--- src/rtl/selector_pkg.sv ---
// Shared types and helpers for the selector_n_pipe block.
// beat_t is sized for the widest supported configuration (BITS <= DATA_W_MAX,
// CHANNELS <= 16); each instance uses only the low bits of each field.
package selector_pkg;

    localparam int unsigned BEATCOUNT_W = 16;
    localparam int unsigned DATA_W_MAX  = 64;
    localparam int unsigned SEL_W_MAX   = 4;

    // One buffered beat: selected data, the select that chose it, and the range error.
    typedef struct packed {
        logic [DATA_W_MAX-1:0] data;
        logic [SEL_W_MAX-1:0]  sel;
        logic                  err;
    } beat_t;

    // Ceiling log2; clog2(1) is 0.
    function automatic int unsigned clog2(input int unsigned n);
        int unsigned r;
        r = 0;
        for (int unsigned i = 0; i < 32; i++) begin
            if ((32'd1 << i) < n) begin
                r = i + 1;
            end
        end
        return r;
    endfunction

endpackage

--- src/rtl/selector_n_comb.sv ---
// Combinational N-way channel mux. An out-of-range select yields zero data and o_err=1.
module selector_n_comb #(
    parameter int unsigned BITS     = 16,
    parameter int unsigned CHANNELS = 4,
    parameter int unsigned SEL_BITS = 2
) (
    input  logic [SEL_BITS-1:0]      i_sel,
    input  logic [CHANNELS*BITS-1:0] i_inputs,
    output logic [BITS-1:0]          o_data,
    output logic                     o_err
);

    // Pick the addressed channel; no match means the select is out of range.
    always_comb begin
        o_data = '0;
        o_err  = 1'b1;
        for (int unsigned k = 0; k < CHANNELS; k++) begin
            if (i_sel == SEL_BITS'(k)) begin
                o_data = i_inputs[k*BITS +: BITS];
                o_err  = 1'b0;
            end
        end
    end

endmodule

--- src/rtl/selector_n_pipe.sv ---
// Registered channel selector with valid/ready handshakes on both sides.
// Optional macro SELECTOR_N_PIPE_SKID_EN adds a one-entry skid buffer so InReady
// comes straight from a flop; otherwise InReady is combinational from OutReady.
module selector_n_pipe
    import selector_pkg::*;
#(
    parameter int unsigned BITS     = 16,
    parameter int unsigned CHANNELS = 4,
    localparam int unsigned SEL_BITS = (clog2(CHANNELS) > 1) ? clog2(CHANNELS) : 1
) (
    input  logic                     Clk,
    input  logic                     Reset,
    input  logic                     InValid,
    output logic                     InReady,
    input  logic [SEL_BITS-1:0]      Sel,
    input  logic [CHANNELS*BITS-1:0] Inputs,
    output logic                     OutValid,
    input  logic                     OutReady,
    output logic [BITS-1:0]          Output,
    output logic [SEL_BITS-1:0]      OutSel,
    output logic                     SelErr,
    output logic [BEATCOUNT_W-1:0]   BeatCount
);

    logic [BITS-1:0]        w_mux_data;
    logic                   w_mux_err;
    beat_t                  w_new_beat;
    logic                   w_in_ready;
    logic                   w_in_fire;
    logic                   w_out_fire;

    beat_t                  r_out;
    logic                   r_out_valid;
    beat_t                  w_out_next;
    logic                   w_out_valid_next;
    logic [BEATCOUNT_W-1:0] r_count;

    selector_n_comb #(
        .BITS     (BITS),
        .CHANNELS (CHANNELS),
        .SEL_BITS (SEL_BITS)
    ) u_mux (
        .i_sel    (Sel),
        .i_inputs (Inputs),
        .o_data   (w_mux_data),
        .o_err    (w_mux_err)
    );

    // Pack the incoming beat into the shared wide layout.
    always_comb begin
        w_new_beat                     = '0;
        w_new_beat.data[BITS-1:0]      = w_mux_data;
        w_new_beat.sel[SEL_BITS-1:0]   = Sel;
        w_new_beat.err                 = w_mux_err;
    end

    assign w_in_fire  = InValid && w_in_ready;
    assign w_out_fire = r_out_valid && OutReady;

`ifdef SELECTOR_N_PIPE_SKID_EN
    beat_t r_skid;
    logic  r_skid_valid;
    beat_t w_skid_next;
    logic  w_skid_valid_next;

    // Ready only depends on skid occupancy, breaking the OutReady->InReady path.
    assign w_in_ready = !r_skid_valid;

    // Output refills from the skid first to keep order; new beats park in the skid
    // while the output is stalled.
    always_comb begin
        w_out_next        = r_out;
        w_out_valid_next  = r_out_valid;
        w_skid_next       = r_skid;
        w_skid_valid_next = r_skid_valid;
        if (!r_out_valid || OutReady) begin
            if (r_skid_valid) begin
                w_out_next        = r_skid;
                w_out_valid_next  = 1'b1;
                w_skid_valid_next = 1'b0;
            end else if (w_in_fire) begin
                w_out_next       = w_new_beat;
                w_out_valid_next = 1'b1;
            end else begin
                w_out_valid_next = 1'b0;
            end
        end else if (w_in_fire) begin
            w_skid_next       = w_new_beat;
            w_skid_valid_next = 1'b1;
        end
    end

    // Skid buffer state.
    always_ff @(posedge Clk or posedge Reset) begin
        if (Reset) begin
            r_skid       <= '0;
            r_skid_valid <= 1'b0;
        end else begin
            r_skid       <= w_skid_next;
            r_skid_valid <= w_skid_valid_next;
        end
    end
`else
    // Accept whenever the output slot is empty or being emptied this cycle.
    assign w_in_ready = !r_out_valid || OutReady;

    // A new beat overwrites a departing one; otherwise a departure empties the slot.
    always_comb begin
        w_out_next       = r_out;
        w_out_valid_next = r_out_valid;
        if (w_in_fire) begin
            w_out_next       = w_new_beat;
            w_out_valid_next = 1'b1;
        end else if (w_out_fire) begin
            w_out_valid_next = 1'b0;
        end
    end
`endif

    // Output register.
    always_ff @(posedge Clk or posedge Reset) begin
        if (Reset) begin
            r_out       <= '0;
            r_out_valid <= 1'b0;
        end else begin
            r_out       <= w_out_next;
            r_out_valid <= w_out_valid_next;
        end
    end

    // Completed output transfers, wrapping at the counter width.
    always_ff @(posedge Clk or posedge Reset) begin
        if (Reset) begin
            r_count <= '0;
        end else if (w_out_fire) begin
            r_count <= r_count + 1'b1;
        end
    end

    assign InReady   = w_in_ready;
    assign OutValid  = r_out_valid;
    assign Output    = r_out.data[BITS-1:0];
    assign OutSel    = r_out.sel[SEL_BITS-1:0];
    assign SelErr    = r_out.err;
    assign BeatCount = r_count;

    // Upper bits of the wide beat layout are constant zero here.
    logic w_unused;
    assign w_unused = ^{r_out.data >> BITS, r_out.sel >> SEL_BITS};

endmodule

--- config.mk ---
export PLATFORM = sky130hd
export DESIGN_NAME = selector_n_pipe
export DESIGN_NICKNAME = d
export VERILOG_FILES = /design/src/rtl/selector_pkg.sv /design/src/rtl/selector_n_comb.sv /design/src/rtl/selector_n_pipe.sv
export SDC_FILE = /design/constraint.sdc
export NUM_CORES = 1
export LEC_CHECK = 0
export ABC_AREA = 1
export ABC_CLOCK_PERIOD_IN_PS = 1900
export CAP_MARGIN = 40
export CELL_PAD_IN_SITES_DETAIL_PLACEMENT = 1
export CELL_PAD_IN_SITES_GLOBAL_PLACEMENT = 1
export CORE_MARGIN = 3
export CORE_UTILIZATION = 25
export CTS_CLUSTER_DIAMETER = 150
export DETAILED_ROUTE_END_ITERATION = 10
export MAX_ROUTING_LAYER = met4
export PLACE_DENSITY = 0.84
export SYNTH_ARGS = -nofsm -noshare
export SYNTH_HDL_FRONTEND = slang
export SYNTH_SLANG_ARGS = --single-unit
export TNS_END_PERCENT = 30
--- constraint.sdc ---
create_clock -name Clk -period 1.9 [get_ports Clk]
set_clock_uncertainty 0.05 [all_clocks]
set_input_delay 0.57 -clock Clk [delete_from_list [all_inputs] [get_ports Clk]]
set_output_delay 0.57 -clock Clk [all_outputs]
set_load 0.03 [all_outputs]
* Word level (Yosys, flattened, before mapping)
Index checks and enable logic that the tools add are counted. W data, S select, Z words.
Word-level totals: bits in latches 0, memories 0, input bits 70, memory bits (writable) 0, bits in read-only memories 0, flip-flop bits (word level) 36, output and inout bits 37
Cells by class: add/sub/neg operators 1, bitwise operators 0, reductions and logical operators 6, shift-type cells 0, multiplexer cells 10, $lt $le $gt $ge 0, divide/modulo/power cells 0, multiply operators 0, equality and inequality tests 3
Operator list (count):
- $mux W16 | 4
- $add A16 B1 Y16 const B | 1
- $mux W1 | 6
- $eq A2 B2 Y1 const B | 2
- $eq A2 B1 Y1 const B | 1
- $logic_and A1 B1 Y1 | 2
- $logic_not A2 Y1 | 1
- $reduce_bool A2 Y1 | 1
- $logic_not A1 Y1 | 1
- $logic_or A1 B1 Y1 | 1

* Logic depth before layout (Yosys ltp)
word-level depth 5, mapped depth 9, gate-level depth less buffers 9

* By module
Synthesis repeated with hierarchy kept, for this count alone.
Unflattened totals: cells, all modules 241, area, all modules 2188.3 sq um
Modules (own cells, without submodules):
- selector_n_pipe | sequential area each 900.9 sq um, area an instance 1650.3 sq um, times used 1, cells each 145
- selector_n_comb | sequential area each 0.0 sq um, area an instance 538.0 sq um, times used 1, cells each 96

* Least setup slack after synthesis
No wires, ideal clock.
path kind reg-to-reg, start point register r_out_valid (netlist: OutValid), end point register r_out, in the netlist Output[0], path slack 346 ps, clock period less this slack 1554 ps, stages on the path, launching flop included 6, buffers on the path 1, arrival 1439 ps, cell sequence dfrtp_1 > nand2_1 > nand2_1 > clkbuf_1 > nand2_1 > nand2_1
On the way: longest elaborated chain between the ends 3
Ends and longest elaborated chain:
- from (decl) | line selector_n_pipe.sv:33 | logic r_out_valid;
- from (signal assigned) | line selector_n_pipe.sv:127 | r_out_valid <= w_out_valid_next;
- $logic_not A1 Y1 | line selector_n_pipe.sv:105 | assign w_in_ready = !r_out_valid || OutReady;
- $logic_or A1 B1 Y1 | line selector_n_pipe.sv:105
- net InReady | line selector_n_pipe.sv:14 | output logic InReady,
- $logic_and A1 B1 Y1 | line selector_n_pipe.sv:57 | assign w_in_fire = InValid && w_in_ready;
- to (signal assigned) | line selector_n_pipe.sv:126 | r_out <= w_out_next;
- to (decl) | line selector_n_pipe.sv:32 | beat_t r_out;
The timed path passes the listed nets, and every way through them passes these cells. A chain may end at the register's enable or synchronous reset.

* Final worst setup path
start point input port OutReady, end point output port InReady
On the way: longest elaborated chain between the ends 1
Ends and longest elaborated chain:
- from (decl) | line selector_n_pipe.sv:18 | input logic OutReady,
- $logic_or A1 B1 Y1 | line selector_n_pipe.sv:105
- to (decl) | line selector_n_pipe.sv:14
Every way passes these cells.

==> metrics.md <==
| Metric | Value |
|---|---|
| Outcome | `finished clean` |
| Total chip power | `2.432 mW` |
| Slew at the pin closest to its max-slew limit | `0.3666 ns` |
| FP Rows | `31` |
| Net Sw Frac | `0.3713` |
| Chip width | `94.19 microns` |
| Critical R2R Capture | `BeatCount[14]$_DFFE_PP0P_` |
| Netlist cell types | `19` |
| Synthesized flop and latch total | `36` |
| First-pass GRT wire length | `10250 microns` |
| Max FO, Critical Path | `3` |
| Leakage | `1.649 nW` |
| Hpwl dp | `5356 microns` |
| CP cell instances | `dlygate4sd2_1, inv_1, nand2_1, buf_4` |
| Post-synth net total | `338` |
| Sequential share of the synthesized area | `0.4633` |
| Largest cells by area after synthesis | `dfrtp_1, nand2_1, nand4_1, inv_1, xor2_1` |
| CTS Buffer Depth | `2` |
| I/O pins | `107` |
| Detailed-route via count | `2177` |
| RD Place Congestion | `0.8054` |
| Design area | `0.003292 sq mm` |
| Post-route minimum period | `1.786 ns` |
| Flop-to-flop setup slack | `0.45 ns` |
| Syn. warnings | `0` |
| Max Cap Viol | `0` |
| Hold Path Class | `register to register` |
| Clock sink total | `36` |
| Routed WL per cell | `13.05 microns` |
| VDD IR-drop max | `0.0002957 V` |
| Critical path class | `primary input to output port` |
| Max Clk Rate | `559.8 MHz` |
| Mapped cell area | `0.001944 sq mm` |
| CORE AREA | `0.007408 sq mm` |
| Worst path max stage delay | `0.27 ns` |
| Num CTS Buffers | `5` |
| Hold path cells | `2` |
| Layout Cells excl Fill | `488` |
| Cell with the largest stage delay on the worst path | `dlygate4sd2_1` |
| Reg power frac | `0.413` |
| Crit. End Element | `output port` |
| Yosys top cell by area | `dfrtp_1` |
| Internal | `1.529 mW` |
| Avg Cell Area, Syn | `7.282 sq um` |
| Final setup fails | `0` |
| Pin count of the biggest net entering global routing | `37` |
| Violation count after the first detailed-route iteration | `58` |
| Global route overflow | `0` |
| Number of vias per cell | `4.461` |
| CTS tree | `done` |
| Final Util | `0.4444` |
| Remaining DRCs | `0` |
| Clock transition at path regs | `0.07 ns` |
| Area after DPL | `0.003256 sq mm` |
| Post-Route WL | `6367 microns` |
| RSZ-0062 raised after global routing | `false` |
| Worst R2R Path Depth | `8` |
| Crit path buffers/inverters | `3` |
| Min-delay src | `Output[3]$_DFFE_PP0P_` |
| Max-slew headroom | `0.7550` |
| CP arrival | `1.17 ns` |
| Layout area overhead | `69.31%` |
| Psw | `0.9029 mW` |
| Total GRT Usage | `0.1512` |
| Antenna Nets Post-Route | `0` |
| Clk root buf | `clkbuf_8` |
| Cell count after synthesis | `267` |
| Initial Util | `0.2625` |
| Layout cells sized above 1 | `0.08740` |
| Cells after DPL | `481` |
| Fin crit share | `0.9401` |
| CTS HTree Levels | `2` |
| Reg2reg start | `BeatCount[0]$_DFFE_PP0P_` |
| Synth top area share | `0.4633` |
| Beginning of the critical path | `OutReady` |
| Die H | `94.19 microns` |
| Hold endpoint | `Output[3]$_DFFE_PP0P_` |
| Vias in the first global route | `2239` |
| Family with the most delay on the worst path | `buffers and inverters` |
| Final #Nets | `460` |
| Startpoint Class | `primary input` |
| Antenna violations before repair | `0` |
| Combinational fraction of design power | `0.377` |
| Clock share of power | `0.210` |
| Fin. max-slew vios | `0` |
| Antenna cell count | `0` |
| Min Hold Slack | `0.4310 ns` |
| Port bufs | `106` |
| First drt pass iteration count | `6` |
| Die Area | `0.008872 sq mm` |
| Required time of the critical path | `1.28 ns` |
| Fin. Hold Viols | `0` |
| Worst-Skew Late Latency | `0.28 ns` |
| PwrDens | `738.7 mW/mm^2` |
| # fillers | `929` |
## cell type report
cell class / instances / area, sq um / area share
Sequential cell: 36 / 900.9 / 0.2737
Clock buffer: 6 / 72.57 / 0.02204
Multi-Input combinational cell: 202 / 924.6 / 0.2809
Tap cell: 99 / 123.9 / 0.03763
Inverter: 22 / 82.58 / 0.02509
Timing Repair Buffer: 122 / 1182 / 0.3592
Clock inverter: 1 / 5.005 / 0.001520
## flip-flops by register name, summed over array words and instances (netlist names)
| name | flops |
|---|---|
| Output | 16 |
| BeatCount | 16 |
| OutSel | 2 |
| SelErr | 1 |
| OutValid | 1 |
## stage by stage
stage                     TNS, ns  setup WS, ns
after floorplan                 0        0.3457
after global placement     -2.549       -0.1548
after detailed placement   -3.964       -0.2395
after CTS                       0       0.06452
after global routing            0       0.06206
final                           0        0.1137
## logic make-up (layout without fill, tap and decap cells)
kind of cell,Yosys count,in the layout,synth area share
fa+ha+maj,1,1,0.006434
simple gates,187,187,0.4060
compound gates,2,2,0.005148
buf+inv,29,151,0.06370
xor+xnor,11,11,0.04955
flops,36,36,0.4633
mux,1,1,0.005791
## power by group through the flow
stage	Combinational, mW	Clock, mW	Sequential [mW]
floorplan	0.258	0	1.24
detailed placement	1.02	0	1.03
global placement	0.994	0	1.01
global route	0.999	0.569	1.02
finish	0.917	0.511	1.00
CTS	0.933	0.541	1.01
## worst min-delay path, stage by stage (launching register included)
cell	delay, ns
dfrtp_1	0.34
nand2_1	0.05
nand2_1	0.06
## cells in the final DEF (no fill, tap or decap), types with 2 or more instances in the layout
cell type and instances:
xor2_1 6, inv_2 4, clkbuf_8 5, buf_4 13, nor2_1 13, nand3_1 5
inv_1 18, nand2_1 142, nand4_1 20, nor2_4 4, o21ai_0 2, dfrtp_1 36
clkdlybuf4s50_1 68, dlygate4sd2_1 37, xnor2_1 5, buf_12 4
## layer usage
metal / global-route usage / wire length [microns]
met1: 0.1737 / 2642
met2: 0.2642 / 3218
met3: 0.03045 / 400
met4: 0.04813 / 106
met5: - / 0
## repair_timing
| item | 4_1_cts | 5_1_grt |
|---|---|---|
| endpoints found under the setup margin | 37 | 8 |
| gates cloned | 0 | 0 |
| resized for setup | 37 | 1 |
| hold buffers | 0 | 0 |
| setup buffers | 0 | 0 |
## worst max-delay path by stage
stage,to,slack (ns),cells after the start
detailed placement,Output[3]$_DFFE_PP0P_,-0.24,6
finish,InReady,0.11,4
global route,InReady,0.06,4
global placement,Output[0]$_DFFE_PP0P_,-0.15,6
CTS,Output[5]$_DFFE_PP0P_,0.06,6
floorplan,Output[0]$_DFFE_PP0P_,0.35,5
## cell usage after synthesis
| cell type | number |
|---|---|
| nor2_4 | 3 |
| inv_2 | 4 |
| nor3_1 | 1 |
| inv_1 | 18 |
| xnor2_1 | 5 |
| nand4_1 | 20 |
| nand3_1 | 5 |
| mux2_2 | 1 |
| nor2_1 | 13 |
| ha_1 | 1 |
| buf_4 | 3 |
| xor2_1 | 6 |
| dfrtp_1 | 36 |
| nand2_1 | 142 |
| nand2_2 | 1 |
| o21ai_0 | 2 |
| clkbuf_1 | 1 |
| nor2_2 | 2 |
| buf_2 | 3 |
Power figures use the tool's default switching activity.
